$ cat config.mk
export PLATFORM = sky130hd
export DESIGN_NAME = mem_port_arbiter
export DESIGN_NICKNAME = d
export VERILOG_FILES = /design/src/rtl/mem_port_arbiter.sv
export SDC_FILE = /design/constraint.sdc
export NUM_CORES = 1
export LEC_CHECK = 0
export CORE_AREA = 2 2 105 107
export DETAILED_ROUTE_END_ITERATION = 8
export DIE_AREA = 0 0 107 109
export SETUP_SLACK_MARGIN = 0.5
export SYNTH_ARGS = -nofsm -noshare
export SYNTH_HDL_FRONTEND = slang
export SYNTH_SLANG_ARGS = --single-unit
export TNS_END_PERCENT = 5
$ cat constraint.sdc
create_clock -name clk -period 4 [get_ports clk]
set_clock_uncertainty 0.05 [all_clocks]
set_input_delay 0.8 -clock clk [delete_from_list [all_inputs] [get_ports clk]]
set_output_delay 0.8 -clock clk [all_outputs]
set_load 0.1 [all_outputs]
$ cat src/rtl/mem_port_arbiter.sv
// Shares one fixed-latency single-port memory between the fetch port and the data port.
// Define ARB_RR_EN for round-robin arbitration; otherwise data always beats fetch.
module mem_port_arbiter #(
  parameter int ADDR_W  = 32,
  parameter int DATA_W  = 32,
  parameter int MEM_LAT = 2
) (
  input  logic              clk,
  input  logic              reset,
  input  logic              if_req,
  input  logic [ADDR_W-1:0] if_addr,
  input  logic              if_flush,
  output logic              if_gnt,
  output logic              if_rvalid,
  output logic [DATA_W-1:0] if_rdata,
  input  logic              d_req,
  input  logic              d_we,
  input  logic [ADDR_W-1:0] d_addr,
  input  logic [DATA_W-1:0] d_wdata,
  output logic              d_gnt,
  output logic              d_rvalid,
  output logic [DATA_W-1:0] d_rdata,
  output logic              mem_en,
  output logic              mem_we,
  output logic [ADDR_W-1:0] mem_addr,
  output logic [DATA_W-1:0] mem_wdata,
  input  logic [DATA_W-1:0] mem_rdata
);

  typedef enum logic {IDLE, BUSY} state_t;

  localparam logic [3:0] CNT_INIT = 4'(MEM_LAT - 1);

  state_t     r_state, w_state_nxt;
  logic [3:0] r_cnt, w_cnt_nxt;
  logic       r_owner_d;
  logic       r_owner_we;
  logic       r_kill;

  logic w_retire;
  logic w_slot;
  logic w_issue;
  logic w_pick_d;

  assign w_retire = (r_state == BUSY) && (r_cnt == 4'd0);
  // Reset also closes the slot so no grant leaks out while reset is held.
  assign w_slot   = !reset && ((r_state == IDLE) || w_retire);
  assign w_issue  = w_slot && (if_req || d_req);

`ifdef ARB_RR_EN
  logic r_last_d;

  assign w_pick_d = d_req && (!if_req || !r_last_d);

  always_ff @(posedge clk or posedge reset) begin
    if (reset)        r_last_d <= 1'b0;
    else if (w_issue) r_last_d <= w_pick_d;
  end
`else
  assign w_pick_d = d_req;
`endif

  always_comb begin
    // NOTE: every combinational output gets a default first so no path can infer a latch.
    if_gnt      = 1'b0;
    d_gnt       = 1'b0;
    mem_en      = 1'b0;
    mem_we      = 1'b0;
    mem_addr    = '0;
    mem_wdata   = '0;
    w_state_nxt = r_state;
    w_cnt_nxt   = r_cnt;

    if (w_issue) begin
      if_gnt      = !w_pick_d;
      d_gnt       = w_pick_d;
      mem_en      = 1'b1;
      mem_we      = w_pick_d && d_we;
      mem_addr    = w_pick_d ? d_addr : if_addr;
      mem_wdata   = w_pick_d ? d_wdata : '0;
      w_state_nxt = BUSY;
      w_cnt_nxt   = CNT_INIT;
    end else if (w_retire) begin
      w_state_nxt = IDLE;
    end else if (r_state == BUSY) begin
      w_cnt_nxt   = r_cnt - 4'd1;
    end
  end

  // A flush arriving on the retire cycle itself also suppresses the stale word.
  assign if_rvalid = w_retire && !r_owner_d && !r_kill && !if_flush;
  assign d_rvalid  = w_retire && r_owner_d;
  assign if_rdata  = if_rvalid ? mem_rdata : '0;
  assign d_rdata   = (d_rvalid && !r_owner_we) ? mem_rdata : '0;

  // NOTE: sequential state uses non-blocking assignments only.
  always_ff @(posedge clk or posedge reset) begin
    if (reset) begin
      r_state <= IDLE;
      r_cnt   <= 4'd0;
    end else begin
      r_state <= w_state_nxt;
      r_cnt   <= w_cnt_nxt;
    end
  end

  always_ff @(posedge clk or posedge reset) begin
    if (reset) begin
      r_owner_d  <= 1'b0;
      r_owner_we <= 1'b0;
      r_kill     <= 1'b0;
    end else if (w_issue) begin
      r_owner_d  <= w_pick_d;
      r_owner_we <= w_pick_d && d_we;
      r_kill     <= !w_pick_d && if_flush;
    end else if (w_retire) begin
      r_kill     <= 1'b0;
    end else if ((r_state == BUSY) && !r_owner_d && if_flush) begin
      r_kill     <= 1'b1;
    end
  end

endmodule
==> flow_summary.toml <==
[detailed_routing]
drtIter0Drc = 59
dr.pass1.iters = 4
wl_um = 9130
drtAntennaViolNets = 0
via_count = 2533
wl_per_cell_um = 14.6
vias_per_cell = 4.05
drc = 0

[worst_setup_path]
reg2reg_slack_ns = 1.90
r2r-end = "r_owner_we"
worstPathArrival_ns = 2.43
cp-endpoint = "mem_addr[27]"
crit_start = "r_cnt[0]"
worstSetupPathType = "reg2out"
required_ns = 3.15
r2r-start = "r_cnt[0]"
cp_max_fo = 31
crit_path_start_kind = "register"
crit_path_end_kind = "output port"
r2r_cells = 5

[clock_tree]
cts_buffers = 3
cts.sinks = 8
clk_pin_slew_ns = 0.04
clock_latency_ns = 0.23
postCtsSetupBuffers = 0
ctsRootBufferMaster = "clkbuf_8"
hold_buffers = 0
tritoncts = "yes"
htreeDepth = 1
clockBufferDepth = 2
cts_resized = 0

[floorplan]
die_x_um = 107
rows = 38
fp.dieH_um = 109
initial_utilization = 0.161
pin_count = 268
coreArea_mm2 = 0.0106
die_area_mm2 = 0.0117

[final_layout]
multi_input_area_mm2 = 0.00137
finalNetCount = 623
area_delta_synth_final_pct = 244
diodes = 0
postLayoutCoreUtil = 0.555
drive_gt1_frac = 0.335
final-seq-area_um2 = 200
fill_cells = 909

[grt]
grt_pass1_wl_um = 13900
grt_max_degree = 35
track_usage = 0.150
grt-ovfl-total = 0
grt_pass1_vias = 2580
antenna_found_initial = 0

[pwr]
switching_share = 0.607
combPwrFrac = 0.900
power_leakage_uw = 0.00245
switchingPower_uw = 1660
power.share.clock = 0.036
powerDensity_mw_per_mm2 = 464
intPower_uw = 1070
power_frac_seq = 0.064
ir_worst_vdd_v = 0.000278

[placement]
dpl.hpwl_um = 8070
io_buffers = 267
place.gp.congestion = 0.755

[yosys]
synthCells = 226
synth_top_area_frac = 0.355
yosysWarningCount = 0
synth_top_cell_by_area = "and2_1"
syn_nets = 361
netlist-cell-type-count = 33
avgSynthCellArea_um2 = 7.56
ys_seq_area_frac = 0.117
synth_seq_cells = 8
netlist_area_mm2 = 0.00171
synth_area_leaders = "and2_1 36%, mux2i_1 19%, dfrtp_1 12%, nor2_4 5.3%, nor2_1 5.1%"

[sta]
worstMarginPinSlew_ns = 0.654
setup_tns_ns = 0
rsz0062_at_grt = "no"
slew_violations = 0
finalSetupViolations = 0
fmax_mhz = 305
max_slew_margin = 0.564
final-hold-violation-count = 0
post-route-period-util = 0.820
period_minus_slack_ns = 3.28

[job]
max_cap_violations = 0

[min_path]
whs_path_depth = 1
worstHoldPathType = "reg2reg"
worstHoldStart = "r_owner_we"

[outcome]
outcome = "finished, final reports clean"
==> worst max-delay path: stages (launching register included) <==
cell and delay [ns]:
dfrtp_1 0.39, inv_1 0.11, ha_1 0.24, or3b_4 0.42
a21o_2 0.45, buf_12 0.26, nor2_4 0.13, buf_12 0.18
==> layer usage <==
metal  up-vias  GRT usage  wire length [µm]
met3         7     0.0359               775
met5         -          0                 0
met2       139      0.289              4980
li1       1251          -                 -
met4         0     0.0334                98
met1      1136      0.165              3280
==> worst min path at each step <==
stage	slack, ns	end
after detailed placement	0.48	r_owner_we
after CTS	0.49	r_owner_we
final	0.48	r_owner_we
after global routing	0.51	r_owner_we
after floorplan	0.44	r_owner_we
after global placement	0.47	r_owner_we
==> power by group through the flow <==
stage	sequential (µW)	combinational [µW]	clock, µW
CTS	175	2480	97.5
detailed placement	176	2470	0
finish	176	2460	97.8
floorplan	156	1560	0
global route	184	2540	106
global placement	171	2460	0
==> cell usage in the layout, fill, tap and decap left out, types with 2 or more instances in the layout <==
master           synthesis  final
nor2_4                   8      8
mux2i_1                 33     33
nand2_1                  3      3
nand3_1                  3      3
dfrtp_1                  8      8
and2_1                  97     97
inv_1                    7      7
nor2_2                   3      3
buf_4                    0      8
o21ai_0                  3      3
nor2_1                  23     23
buf_12                   1    134
o211ai_1                 2      2
clkdlybuf4s50_1          0    132
clkbuf_8                 0      3
==> kinds of logic after synthesis <==
group,count (synthesis),synth area share
muxes,33,0.193
DFF,8,0.117
and+or+nand+nor,145,0.536
AOI/OAI and AO/OA,14,0.0644
buffers and inverters,25,0.0820
adders and majority gates,1,0.00732
==> stage by stage <==
step	cell area, µm²	setup WS [ns]	cells	power (µW)	hold slack [ns]
after CTS	5880	0.709	626	2750	0.491
after floorplan	1710	0.278	226	1720	0.444
final	5880	0.721	626	2730	0.481
after global routing	5880	0.594	626	2830	0.508
after detailed placement	5840	0.713	623	2650	0.478
after global placement	5840	0.720	623	2630	0.474
==> cell type report <==
| type | count | share of cell area |
|---|---|---|
| clock buffers | 3 | 0.00702 |
| repair buffers | 275 | 0.692 |
| multi-input cells | 193 | 0.233 |
| well taps | 140 | 0.0298 |
| flip-flops and latches | 8 | 0.0340 |
| inverters | 7 | 0.00447 |
==> state kept, by name (all words and copies together) (netlist names) <==
register and count:
r_kill 1, r_state 1, r_cnt 4, r_owner_we 1
r_owner_d 1
==> cells in the mapped netlist <==
cell	number
and3b_1	1
dfrtp_1	8
nand4bb_1	1
nor2b_1	1
buf_2	4
nor4_1	1
nor3b_2	1
o211a_1	1
nor3_2	1
or3b_4	1
mux2i_1	33
o32ai_2	1
nor2_1	23
o21bai_1	1
o21a_1	1
nor4_4	1
a22o_1	1
clkbuf_1	8
nor2_4	8
a31oi_1	1
nand2_1	3
and2_1	97
buf_6	3
o211ai_1	2
clkbuf_2	2
a21o_1	2
ha_1	1
buf_12	1
nand3_1	3
nor2_2	3
inv_1	7
o21ai_0	3
o311ai_0	1
Power figures use the tool's default switching activity.
==> edit (config.mk and constraints unchanged) <==
`ADDR_W`: 32 -> 36.
--- a/src/rtl/mem_port_arbiter.sv
+++ b/src/rtl/mem_port_arbiter.sv
@@ -1,7 +1,7 @@
 // Shares one fixed-latency single-port memory between the fetch port and the data port.
 // Define ARB_RR_EN for round-robin arbitration; otherwise data always beats fetch.
 module mem_port_arbiter #(
-  parameter int ADDR_W  = 32,
+  parameter int ADDR_W  = 36,
   parameter int DATA_W  = 32,
   parameter int MEM_LAT = 2
 ) (
Ports: changed (resized d_addr, if_addr and mem_addr); port bits go from 268 to 280. No check against the original RTL was run, so the function may have changed too.
==> edit against the original RTL <==
  * Die area unchanged
  * Power up 0.30%
  * Worst setup slack improved by 0.00088 ns
  * Final area shrank 4.9%
  * Critical endpoint is now mem_wdata[0]
  * Synthesized area decreased by 2.6%
  * Routed wire length is 12% higher
  * Sequential cell count unchanged
==> edit: results (changes against the original RTL) <==
| Metric | Value |
|---|---|
| Status | `completed` |
| Worst slew pin tran | `0.466 ns (-0.188 ns)` |
| Nets | `650 (+4.3%)` |
| Sequential fraction of the synthesis area | `12.0% (+0.32 points)` |
| H-tree levels | `1 (unchanged)` |
| Post-synthesis mux area share | `22.3% (+2.9 points)` |
| Post-CTS Resized | `0 (unchanged)` |
| Worst EP arrival | `2.43 ns (about the same)` |
| Gpl congestion | `0.887 (+17%)` |
| Peak supply drop | `246 uV (-12%)` |
| Setup bufs post-CTS | `0 (unchanged)` |
| Slack of the worst reg-to-reg path | `2.00 ns (+0.10 ns)` |
| Synth Instances | `235 (+4.0%)` |
| Final WL | `10,300 um (+12%)` |
| Vias in the first global route | `2,683 (+4.0%)` |
| Top FF cell, synth | `dfrtp_1` |
| R2r startpoint | `r_cnt[0]` |
| Global-route wire length before repair | `14,500 um (+4.5%)` |
| XOR/XNOR Fraction of Synth Area | `0% (unchanged)` |
| Hold Path Class | `reg2reg` |
| # fillers | `978 (+7.6%)` |
| Distinct cells, synth | `30 (-9.1%)` |
| Clock slew at reported path FFs | `0.04 ns (about the same)` |
| Slowest-stage cell, CP | `clkdlybuf4s50_1` |
| ANT cells | `0 (unchanged)` |
| Root buffer cell | `clkbuf_8` |
| Post-DP HPWL | `9350 um (+16%)` |
| Max reg flops | `4 (unchanged)` |
| Post-Synthesis Net Count | `378 (+4.7%)` |
| Number of failing hold endpoints at the final stage | `0 (unchanged)` |
| Layout cells sized above 1 | `30.5% (-3.0 points)` |
| CP max stage delay | `0.43 ns (-0.02 ns)` |
| Drt pass-1 iters | `4 (unchanged)` |
| Synth warn | `0 (unchanged)` |
| Final TNS setup | `0 ns (unchanged)` |
| Top cells by instance count after synthesis | `97 x and2_1, 38 x nor2_1, 37 x mux2i_1` |
| Int Power | `1.04 mW (-3.2%)` |
| Top reg by flops | `r_cnt` |
| Dpl cells | `642 (+3.0%)` |
| I/O Buffers | `279 (+4.5%)` |
| DRT iter0 DRCs | `205 (+250%)` |
| Initial antenna violation count | `0 (unchanged)` |
| Max Fanout on Critical Path | `36 (+16%)` |
| Vias/cell | `4.12 (+1.8%)` |
| Synth Area in Compound Gates | `6.62% (+0.17 points)` |
| WHS Path Cells | `1 (unchanged)` |
| Total GRT Usage | `16.1% (+1.1 points)` |
| Lkg Pwr | `2.44 nW (-0.36%)` |
| Main area contributors after synthesis | `and2_1 36%, mux2i_1 22%, dfrtp_1 12%` |
| WL/cell | `15.9 um (+9.1%)` |
| Cells on worst reg2reg path | `6 (+1)` |
| Largest net degree at the start of global routing | `37 (+5.7%)` |
| Post-Synth Adder-Cell Area | `0.752% (+0.020 points)` |
[edit: cell count changes in the layout (fill, tap and decap cells not counted), moves of 4 or more]
| cell | before | now |
|---|---|---|
| nor2_4 | 8 | 0 |
| nor2_1 | 23 | 37 |
| mux2i_1 | 33 | 37 |
| buf_4 | 8 | 41 |
| buf_12 | 134 | 104 |
| clkdlybuf4s50_1 | 132 | 140 |
[edit: layout make-up]
cell class,count,area (um2),share of cell area (%)
well taps,140,175,3.13
inverters,7,26.3,0.470
multi-input cells,201,1350,24.2
repair buffers,286,3800,67.9
flip-flops and latches,8,200,3.58
clock buffers,3,41.3,0.738
[edit: worst max-delay path by stage]
stage | from | end | slack (ns) | cells past startpoint
6_report | reset | mem_wdata[0] | 0.72 | 6
5_1_grt | reset | mem_wdata[14] | 0.56 | 6
4_1_cts | reset | mem_wdata[0] | 0.67 | 6
3_5_place_dp | reset | mem_wdata[0] | 0.68 | 6
3_3_place_gp | reset | mem_wdata[0] | 0.69 | 6
2_1_floorplan | d_req | mem_addr[18] | 0.32 | 5
[edit: cell families (layout without fill, tap and decap cells)]
kind of cell	count (synthesis)	after routing
buf+inv	26	296
mux	37	37
flops	8	8
simple gates	149	149
compound gates	14	14
fa+ha+maj	1	1
[edit: through the flow]
step           hold slack (ns)  cell area [um2]  total power [mW]  utilization (%)  worst slack, ns
3_5_place_dp             0.485             5550              2.66             52.4            0.676
4_1_cts                  0.494             5590              2.76             52.7            0.668
2_1_floorplan            0.443             1670              1.72                -            0.317
5_1_grt                  0.515             5590              2.84             52.7            0.562
3_3_place_gp             0.474             5550              2.64             52.4            0.686
6_report                 0.488             5590              2.74             52.7            0.722
[edit: power groups by stage]
stage	sequential, mW	combinational [mW]	clock (mW)
finish	0.173	2.47	0.0963
CTS	0.173	2.49	0.0978
detailed placement	0.174	2.48	0
global placement	0.171	2.47	0
global route	0.182	2.55	0.104
floorplan	0.151	1.57	0
[edit: critical path, delay by kind of cell]
kind	cells	cell delay (ns)
buffers and inverters	4	1.18
and+or+nand+nor	1	0.24
AOI/OAI and AO/OA	1	0.20
[edit: layer usage]
layer | GRT usage, % | vias up | wire length, um
met3 | 5.62 | 9 | 1170
met5 | 0 | - | 0
li1 | - | 1301 | -
met4 | 3.15 | 0 | 114
met1 | 14.9 | 1169 | 3090
met2 | 33.5 | 179 | 5880
